`src/rtl/mips_rf_wport_arbiter.sv`:
```
// Register-file write-port arbiter: WB stage has priority, and long-latency unit results
// wait in a small FIFO that drains on free WB slots or by forcing a one-cycle pipeline stall.
module mips_rf_wport_arbiter #(
  parameter int FIFO_DEPTH   = 2,
  parameter int STARVE_LIMIT = 4
) (
  input  logic        clk,
  input  logic        resetn,
  input  logic [3:0]  wb_wen,
  input  logic [4:0]  wb_waddr,
  input  logic [31:0] wb_wdata,
  input  logic        lu_issue,
  input  logic [4:0]  lu_issue_addr,
  input  logic        lu_valid,
  output logic        lu_ready,
  input  logic [4:0]  lu_waddr,
  input  logic [31:0] lu_wdata,
  output logic        pipe_stall,
  output logic [31:0] pend_mask,
  output logic [3:0]  rf_wen,
  output logic [4:0]  rf_waddr,
  output logic [31:0] rf_wdata
);

  localparam int PTR_W = $clog2(FIFO_DEPTH);
  localparam int CNT_W = PTR_W + 1;
  localparam int STV_W = $clog2(STARVE_LIMIT + 1);

  typedef enum logic [1:0] {IDLE, PEND, FORCE} state_t;

  typedef struct packed {
    logic [4:0]  addr;
    logic [31:0] data;
  } entry_t;

  entry_t             mem [FIFO_DEPTH];
  logic [PTR_W-1:0]   rd_ptr, wr_ptr;
  logic [CNT_W-1:0]   count;
  logic [STV_W-1:0]   starve_cnt;
  state_t             state;

  logic   wb_act, full, push, push_keep, pop, last_out;
  entry_t head;
  logic [31:0] clr_vec, set_vec;

  assign wb_act    = (|wb_wen) && (wb_waddr != 5'd0);
  assign full      = (count == CNT_W'(FIFO_DEPTH));
  assign lu_ready  = resetn && !full;
  assign push      = lu_valid && lu_ready;
  // A result aimed at r0 is handshaken but never stored.
  assign push_keep = push && (lu_waddr != 5'd0);
  assign head      = mem[rd_ptr];
  assign last_out  = (count == CNT_W'(1)) && !push_keep;

  // NOTE: every output gets a default first so no path through the case infers a latch.
  always_comb begin
    pop        = 1'b0;
    pipe_stall = 1'b0;
    rf_wen     = 4'h0;
    rf_waddr   = 5'd0;
    rf_wdata   = 32'd0;
    if (resetn) begin
      unique case (state)
        IDLE: begin
          if (wb_act) begin
            rf_wen   = wb_wen;
            rf_waddr = wb_waddr;
            rf_wdata = wb_wdata;
          end
        end
        PEND: begin
          if (wb_act) begin
            rf_wen   = wb_wen;
            rf_waddr = wb_waddr;
            rf_wdata = wb_wdata;
          end else begin
            pop      = 1'b1;
            rf_wen   = 4'hF;
            rf_waddr = head.addr;
            rf_wdata = head.data;
          end
        end
        FORCE: begin
          pipe_stall = 1'b1;
          pop        = 1'b1;
          rf_wen     = 4'hF;
          rf_waddr   = head.addr;
          rf_wdata   = head.data;
        end
        default: ;
      endcase
    end
  end

  // Set is applied after clear, so a re-issue to the retiring register keeps its bit.
  always_comb begin
    clr_vec = 32'd0;
    set_vec = 32'd0;
    if (pop)
      clr_vec = 32'd1 << head.addr;
    if (lu_issue && (lu_issue_addr != 5'd0))
      set_vec = 32'd1 << lu_issue_addr;
  end

  // NOTE: state registers use non-blocking assignments so every read sees the pre-edge value.
  always_ff @(posedge clk or negedge resetn) begin
    if (!resetn) begin
      state      <= IDLE;
      rd_ptr     <= '0;
      wr_ptr     <= '0;
      count      <= '0;
      starve_cnt <= '0;
      pend_mask  <= 32'd0;
    end else begin
      if (push_keep) wr_ptr <= wr_ptr + 1'b1;
      if (pop)       rd_ptr <= rd_ptr + 1'b1;
      count     <= count + CNT_W'(push_keep) - CNT_W'(pop);
      pend_mask <= (pend_mask & ~clr_vec) | set_vec;

      unique case (state)
        IDLE: begin
          if (push_keep) state <= PEND;
        end
        PEND: begin
          if (wb_act) begin
            starve_cnt <= starve_cnt + 1'b1;
            if (starve_cnt == STV_W'(STARVE_LIMIT - 1)) state <= FORCE;
          end else begin
            starve_cnt <= '0;
            if (last_out) state <= IDLE;
          end
        end
        FORCE: begin
          starve_cnt <= '0;
          state      <= last_out ? IDLE : PEND;
        end
        default: state <= IDLE;
      endcase
    end
  end

  // NOTE: the storage array has no reset; the pointers and count alone decide what is valid.
  always_ff @(posedge clk) begin
    if (push_keep) mem[wr_ptr] <= '{addr: lu_waddr, data: lu_wdata};
  end

endmodule

```
`config.mk`:
```
export PLATFORM = sky130hd
export DESIGN_NAME = mips_rf_wport_arbiter
export DESIGN_NICKNAME = d
export VERILOG_FILES = /design/src/rtl/mips_rf_wport_arbiter.sv
export SDC_FILE = /design/constraint.sdc
export NUM_CORES = 1
export LEC_CHECK = 0
export ABC_AREA = 1
export CAP_MARGIN = 10
export CORE_UTILIZATION = 51
export DETAILED_ROUTE_END_ITERATION = 6
export PLACE_DENSITY = 0.9
export SYNTH_ARGS = -nofsm -noshare
export SYNTH_HDL_FRONTEND = slang
export SYNTH_SLANG_ARGS = --single-unit
```
`constraint.sdc`:
```
create_clock -name clk -period 4.3 [get_ports clk]
set_input_delay 0.86 -clock clk [delete_from_list [all_inputs] [get_ports clk]]
set_output_delay 0.86 -clock clk [all_outputs]
set_load 0.005 [all_outputs]
```
After elaboration in Yosys (flattened, before gate mapping):

Memory sizes are Yosys's and may differ from the RTL's.
Cells that the tools add are included.

* bits in registers: 41
* RAM bits: 74
* output and inout port bits: 75
* word-level logic and storage cells: 69
* memories: 1

Memories
* mem: depth 2, bits a word 37, rd ports 1, clocked after Yosys merged registers in 0, write ports 1, line 36 `entry_t mem [FIFO_DEPTH];`

* add/sub/neg operators: 5
* equality and inequality tests: 8
* shift operators: 2
* muxes and demuxes: 29
* bitwise operators: 3
* reductions and logical operators: 15

Operators by type and width (count)
* 32-bit two-way mux: 5
* 32-bit case mux with 3 select lines: 1
* 1-bit by 5-bit << shifter with 32-bit output, first input constant: 2
* 32-bit AND: 1
* 32-bit inverter: 1
* 32-bit OR: 1
* 5-bit two-way mux: 3
* 5-bit case mux with 3 select lines: 1
* 5-bit nonzero test: 3
* 4-bit two-way mux: 3
* 4-bit case mux with 3 select lines: 1
* 2-bit two-way mux: 4
* 1-bit two-way mux: 7
* 1-bit logical AND: 6
* 3-bit inequality test, second input constant: 2
* 2-bit case mux with 3 select lines: 1
* 3-bit case mux with 2 select lines: 1
* 2-bit by 1-bit equality test with 1-bit output, second input constant: 2
* 2-bit equality test, second input constant: 2
* 4-bit OR reduction: 1
* 3-bit by 1-bit adder with 3-bit output, second input constant: 1
* 3-bit by 2-bit equality test with 1-bit output, second input constant: 1
* 3-bit two-way mux: 1
* 3-bit AND reduction: 1
* 8 further kinds: 10

Longest topological paths before layout:

* depth after elaboration: 10
* depth in mapped cells: 11
* depth with buffers taken out: 11

Worst setup path before layout:

OpenSTA, ideal clock, no wires.

* path type: input port to flip-flop
* from: in resetn
* to: mem mem[1][0] (netlist name) (enable)
* data arrival time: 2.749 ns
* data required time: 3.867 ns
* setup slack: 1.119 ns
* stages: 4
* path buffers: 0
* path through: nand2_1 nor2_1 nand2_1 nor2_1

* word-level cells in the longest chain between the ends: 5

Ends and longest elaborated chain
* from (decl): line 8 `input logic resetn,`
* 1-bit logical AND: line 48 `assign lu_ready = resetn && !full;`
* 1-bit logical AND: line 49 `assign push = lu_valid && lu_ready;`
* 1-bit logical AND: line 51 `assign push_keep = push && (lu_waddr != 5'd0);`
* 1-bit two-way mux: line 144 `if (push_keep) mem[wr_ptr] <= '{addr: lu_waddr, data: lu_wdata};`
* 1-bit two-way mux (implied by the code): line 144
* to (decl): line 36

No other way between the ends.

Worst setup path in the final report:

* from: in wb_waddr[1]
* to: out rf_wdata[19]

* word-level cells in the longest chain between the ends: 5
* elaborated cells on any way between the ends: 6
* those cells by class: 4 x mux; 2 x reduce/logical

Ends and longest elaborated chain
* from (decl): line 10 `input logic [4:0] wb_waddr,`
* 5-bit nonzero test (*): line 46 `assign wb_act = (|wb_wen) && (wb_waddr != 5'd0);`
* 1-bit logical AND (*): line 46
* 32-bit two-way mux (on tied branches): line 72, 65
* 32-bit case mux with 3 select lines (*): line 63 `unique case (state)`
* 32-bit two-way mux (*): line 62 `if (resetn) begin`
* to (decl): line 22 `output logic [31:0] rf_wdata`

Every way passes the cells marked *; elsewhere a longest branch is shown, timed or not.

==> results.txt <==
Setup violations remaining at the end of the flow were counted as 0. The cell family contributing the most delay on the critical path is buffers and inverters. The worst path uses 93.3% of the clock period. The average wire per cell in the routed design came out at 17.2 um. The I/O pin count is 162. Setup repair after global routing left no endpoint under its margin. In this run the clock root is driven by a clkbuf_8. The proportion of netlist area held by the largest area contributor came out at 40.4%.

Dividing the detail-routed via count by the number of cells gives 5.43. Summed over all cells, the static leakage comes to 3.34 nW. By instance count, the cell type seen most on the critical path is clkdlybuf4s50_1. The effective utilization at floorplan is 53.0%. The number of global-route vias before repair is 5174.

Yosys attributes the largest share of cell area to edfxtp_1 (40%), nand2_1 (22%), dfrtp_1 (19%). In this run the power spent charging and discharging nets is 1.65 mW. The flow ran to the end, but the final reports show violations. The final reports fail on DRC. The launch point of the worst reg-to-reg path is count[1]. The via count came out at 5174.

The floorplan step defined a die boundary enclosing 11200 um^2. The total of warnings raised by yosys is 0. The first routing iteration left 510 violations. When the netlist entered floorplanning its net count stood at 733. Yosys mapped the design onto 30 distinct sky130hd cell types. The number of enable flip-flop cells after synthesis is 74.

The final number of max-transition violations is 0. The finished layout holds 952 standard cells, fillers aside. The number of synthesized register bits came out at 115.

The final hold slack came out at 180 ps. STA classifies the critical path endpoint as an output pin. The overall die width is 106 um.

The clock network fraction of design power is 31.8%. The count of nets left with antenna violations after detail routing is 0. The global placer's final weighted congestion is 0.893. The final net count came out at 898. The post-CTS setup buffer count came out at 0. The detailed placer's ending HPWL came out at 10800 um. The y dimension of the die is 106 um.

The average size of a mapped cell is 8.62 um^2. The power share of the sequential group is 31.8%. The clock latency on the worst-skew pair is 520 ps. The wire length reported by the detailed router is 16300 um.

The final hold violation count is 0. The worst setup path is launched from an input pin. For this design, the slowest cell found on the critical path is clkdlybuf4s50_1.

The maximum clock frequency is 249 MHz. The worst pin sits at a relative slew slack of 39.2%. By instance count, the leading cell after synthesis is nand2_1. Data on the critical path is required at its endpoint by 3440 ps. The most critical setup path has its startpoint at wb_waddr[1]. The category of the most critical setup path is input pin to output pin. The fraction of power consumed by combinational cells is 36.4%. In the synthesized netlist the dominant register cell turns out to be edfxtp_1. Total power for the finished layout comes to 4.81 mW. The area of the mapped netlist came out at 5500 um^2.

After floorplanning, the core was sized to cover 10400 um^2. Between clock sinks in the finished design, the worst skew comes to 7.86 ps. Of the cells placed in the final design, the portion with a size suffix greater than 1 is 6.62%.

The tool flagged a number of max-cap violations equal to 0. The overall routing resource usage came out at 30.0%. Port buffering added 161 buffers. In the synthesized netlist the async set-or-reset flop fraction comes to 35.7%. The min-delay analysis places its worst path in the category input pin to async pin.

Of all cell types, the one taking the most synthesized area is edfxtp_1. TritonCTS built the clock tree. After clock tree synthesis, the repair step resized 0 gates.

The worst-case clock buffer depth came out at 2. The post-route DRC violation count came out at 2. The buffers plus inverters on the worst setup path is 4.

The overflow left after global routing came out at 0. The power per cell area is 609 nW/um^2. For this run, the detailed router's first-pass iteration total came to 7. The cell count after synthesis came out at 638.

The actual slew at the worst max-slew pin came out at 909 ps. The total number of clock tree sinks came out at 115. Entering global routing, the biggest net connects 39 pins. The H-tree level count is 4. The number of antenna violations at the first check in global routing is 0. After clock tree synthesis, the clock-pin slew on the worst setup and hold paths is 60 ps. The first-pass GRT wire length is 25400 um.

STA puts the critical path data arrival time at 3150 ps. The layout overhead on the synthesized area came out at 43.7%. The net switching fraction of the power came out at 34.2%. Along the worst path, the maximum fanout reaches 20.

The worst-case IR drop observed on VDD is 0.298 mV. 0 antenna diodes ended up in the layout. For this design, the CTS-stage hold fixing added 0 buffers. The total instance count after detailed placement came out at 920. The sum of negative setup slack came out at 0 ps.

The portion of the post-synthesis area used by sequential elements came out at 59.1%. The largest incremental delay on the critical path came out at 540 ps. The signal on the critical path passes through clkdlybuf4s50_1 -> nor2_1 -> nand3_2 -> nand2_4 -> a21oi_4 -> inv_2 -> buf_4 -> nand2_1 -> a21oi_1 -> clkdlybuf4s50_1. The number of rows in the core area came out at 37.

After synthesis, the most frequently instantiated cells are nand2_1 (315), edfxtp_1 (74), dfrtp_1 (41). The number of buffers added by the clock tree synthesis step came out at 17. The cell-internal power is 3.17 mW. The post-route minimum period is 4010 ps.
[logic make-up (layout without fill, tap and decap cells)]
family,Yosys count,count (layout),share of synthesized area [%]
compound gates,49,49,5.03
xor+xnor,3,3,0.478
fa+ha+maj,8,8,1.82
buf+inv,64,242,4.76
flops,115,115,59.1
mux,1,1,0.182
simple gates,398,398,28.7
[worst reg2reg max path, cell delays in order (launching register included)]
cell and delay, ps:
dfrtp_1 400, nand2_1 80, nand2_1 60, nor2_1 150, nand2_1 220, nor2_4 420
buf_4 420
[metal layers]
layer	up-vias	GRT usage [%]	routed length, um
met4	0	16.6	914
met5	-	0	0
met2	310	52.1	8270
met1	2397	33.0	5870
li1	2380	-	-
met3	87	8.53	1290
[worst paths after layout]
| kind | end | slack [ps] | cells after the start |
|---|---|---|---|
| max | rf_wdata[19] | 290 | 10 |
| min | count[1] | 180 | 1 |
| max reg2reg | mem[0][18] | 2220 | 6 |
| min reg2reg | pend_mask[15] | 470 | 2 |
| max in group asynchronous | pend_mask[19] | 3390 | 2 |
| min in group clk | pend_mask[15] | 470 | 2 |
[power by group through the flow]
stage | Clock, mW | Combinational [mW] | Sequential (mW)
6_report | 1.53 | 1.75 | 1.53
5_1_grt | 1.56 | 1.93 | 1.55
4_1_cts | 1.52 | 1.74 | 1.53
3_5_place_dp | 0 | 1.71 | 1.54
3_3_place_gp | 0 | 1.64 | 1.53
2_1_floorplan | 0 | 0.900 | 1.53
[cell type report]
type	count	area (um^2)
flip-flops and latches	115	3250
repair buffers	170	1690
clock inverters	15	229
clock buffers	17	414
well taps	136	170
inverters	40	150
multi-input cells	459	2000
fillers	661	2470
[layout by cell type, fill, tap and decap left out]
cell | Yosys | routed
nand2_4 | 1 | 1
clkbuf_8 | 0 | 1
inv_6 | 0 | 2
buf_2 | 8 | 1
nand2_1 | 315 | 315
clkinv_1 | 0 | 1
inv_2 | 3 | 3
clkinv_4 | 0 | 4
clkinvlp_4 | 0 | 3
nand4_1 | 1 | 1
inv_1 | 37 | 37
mux2i_1 | 1 | 1
buf_12 | 0 | 1
nand3_1 | 35 | 35
xor2_1 | 1 | 1
o22ai_1 | 1 | 1
o21ai_2 | 1 | 1
nor3_1 | 4 | 4
a21oi_2 | 1 | 1
ha_1 | 8 | 8
xnor2_1 | 2 | 2
nor2_4 | 1 | 3
clkdlybuf4s50_1 | 0 | 160
nand3b_1 | 1 | 1
buf_4 | 1 | 8
dfrtp_1 | 41 | 41
edfxtp_1 | 74 | 74
a21oi_4 | 2 | 2
bufinv_16 | 0 | 5
or2_1 | 1 | 1
clkbuf_16 | 0 | 16
a21oi_1 | 37 | 37
nor2_1 | 37 | 35
nor2_2 | 1 | 1
o21ai_0 | 7 | 7
nand3_2 | 1 | 1
[sequential cells by signal (all words and copies together) (netlist names)]
name        flops
mem            74
pend_mask      32
starve_cnt      3
count           2
state           2
rd_ptr          1
wr_ptr          1
[stage by stage]
| stage | setup slack, ps | instance area (um^2) | util, % |
|---|---|---|---|
| floorplan | 1120 | 5500 | - |
| global placement | 471 | 7260 | 70.0 |
| detailed placement | 332 | 7260 | 70.0 |
| CTS | 322 | 7900 | 76.2 |
| global route | 147 | 7900 | 76.2 |
| finish | 289 | 7900 | 76.2 |
No activity file was read; power rests on OpenSTA's default activity.
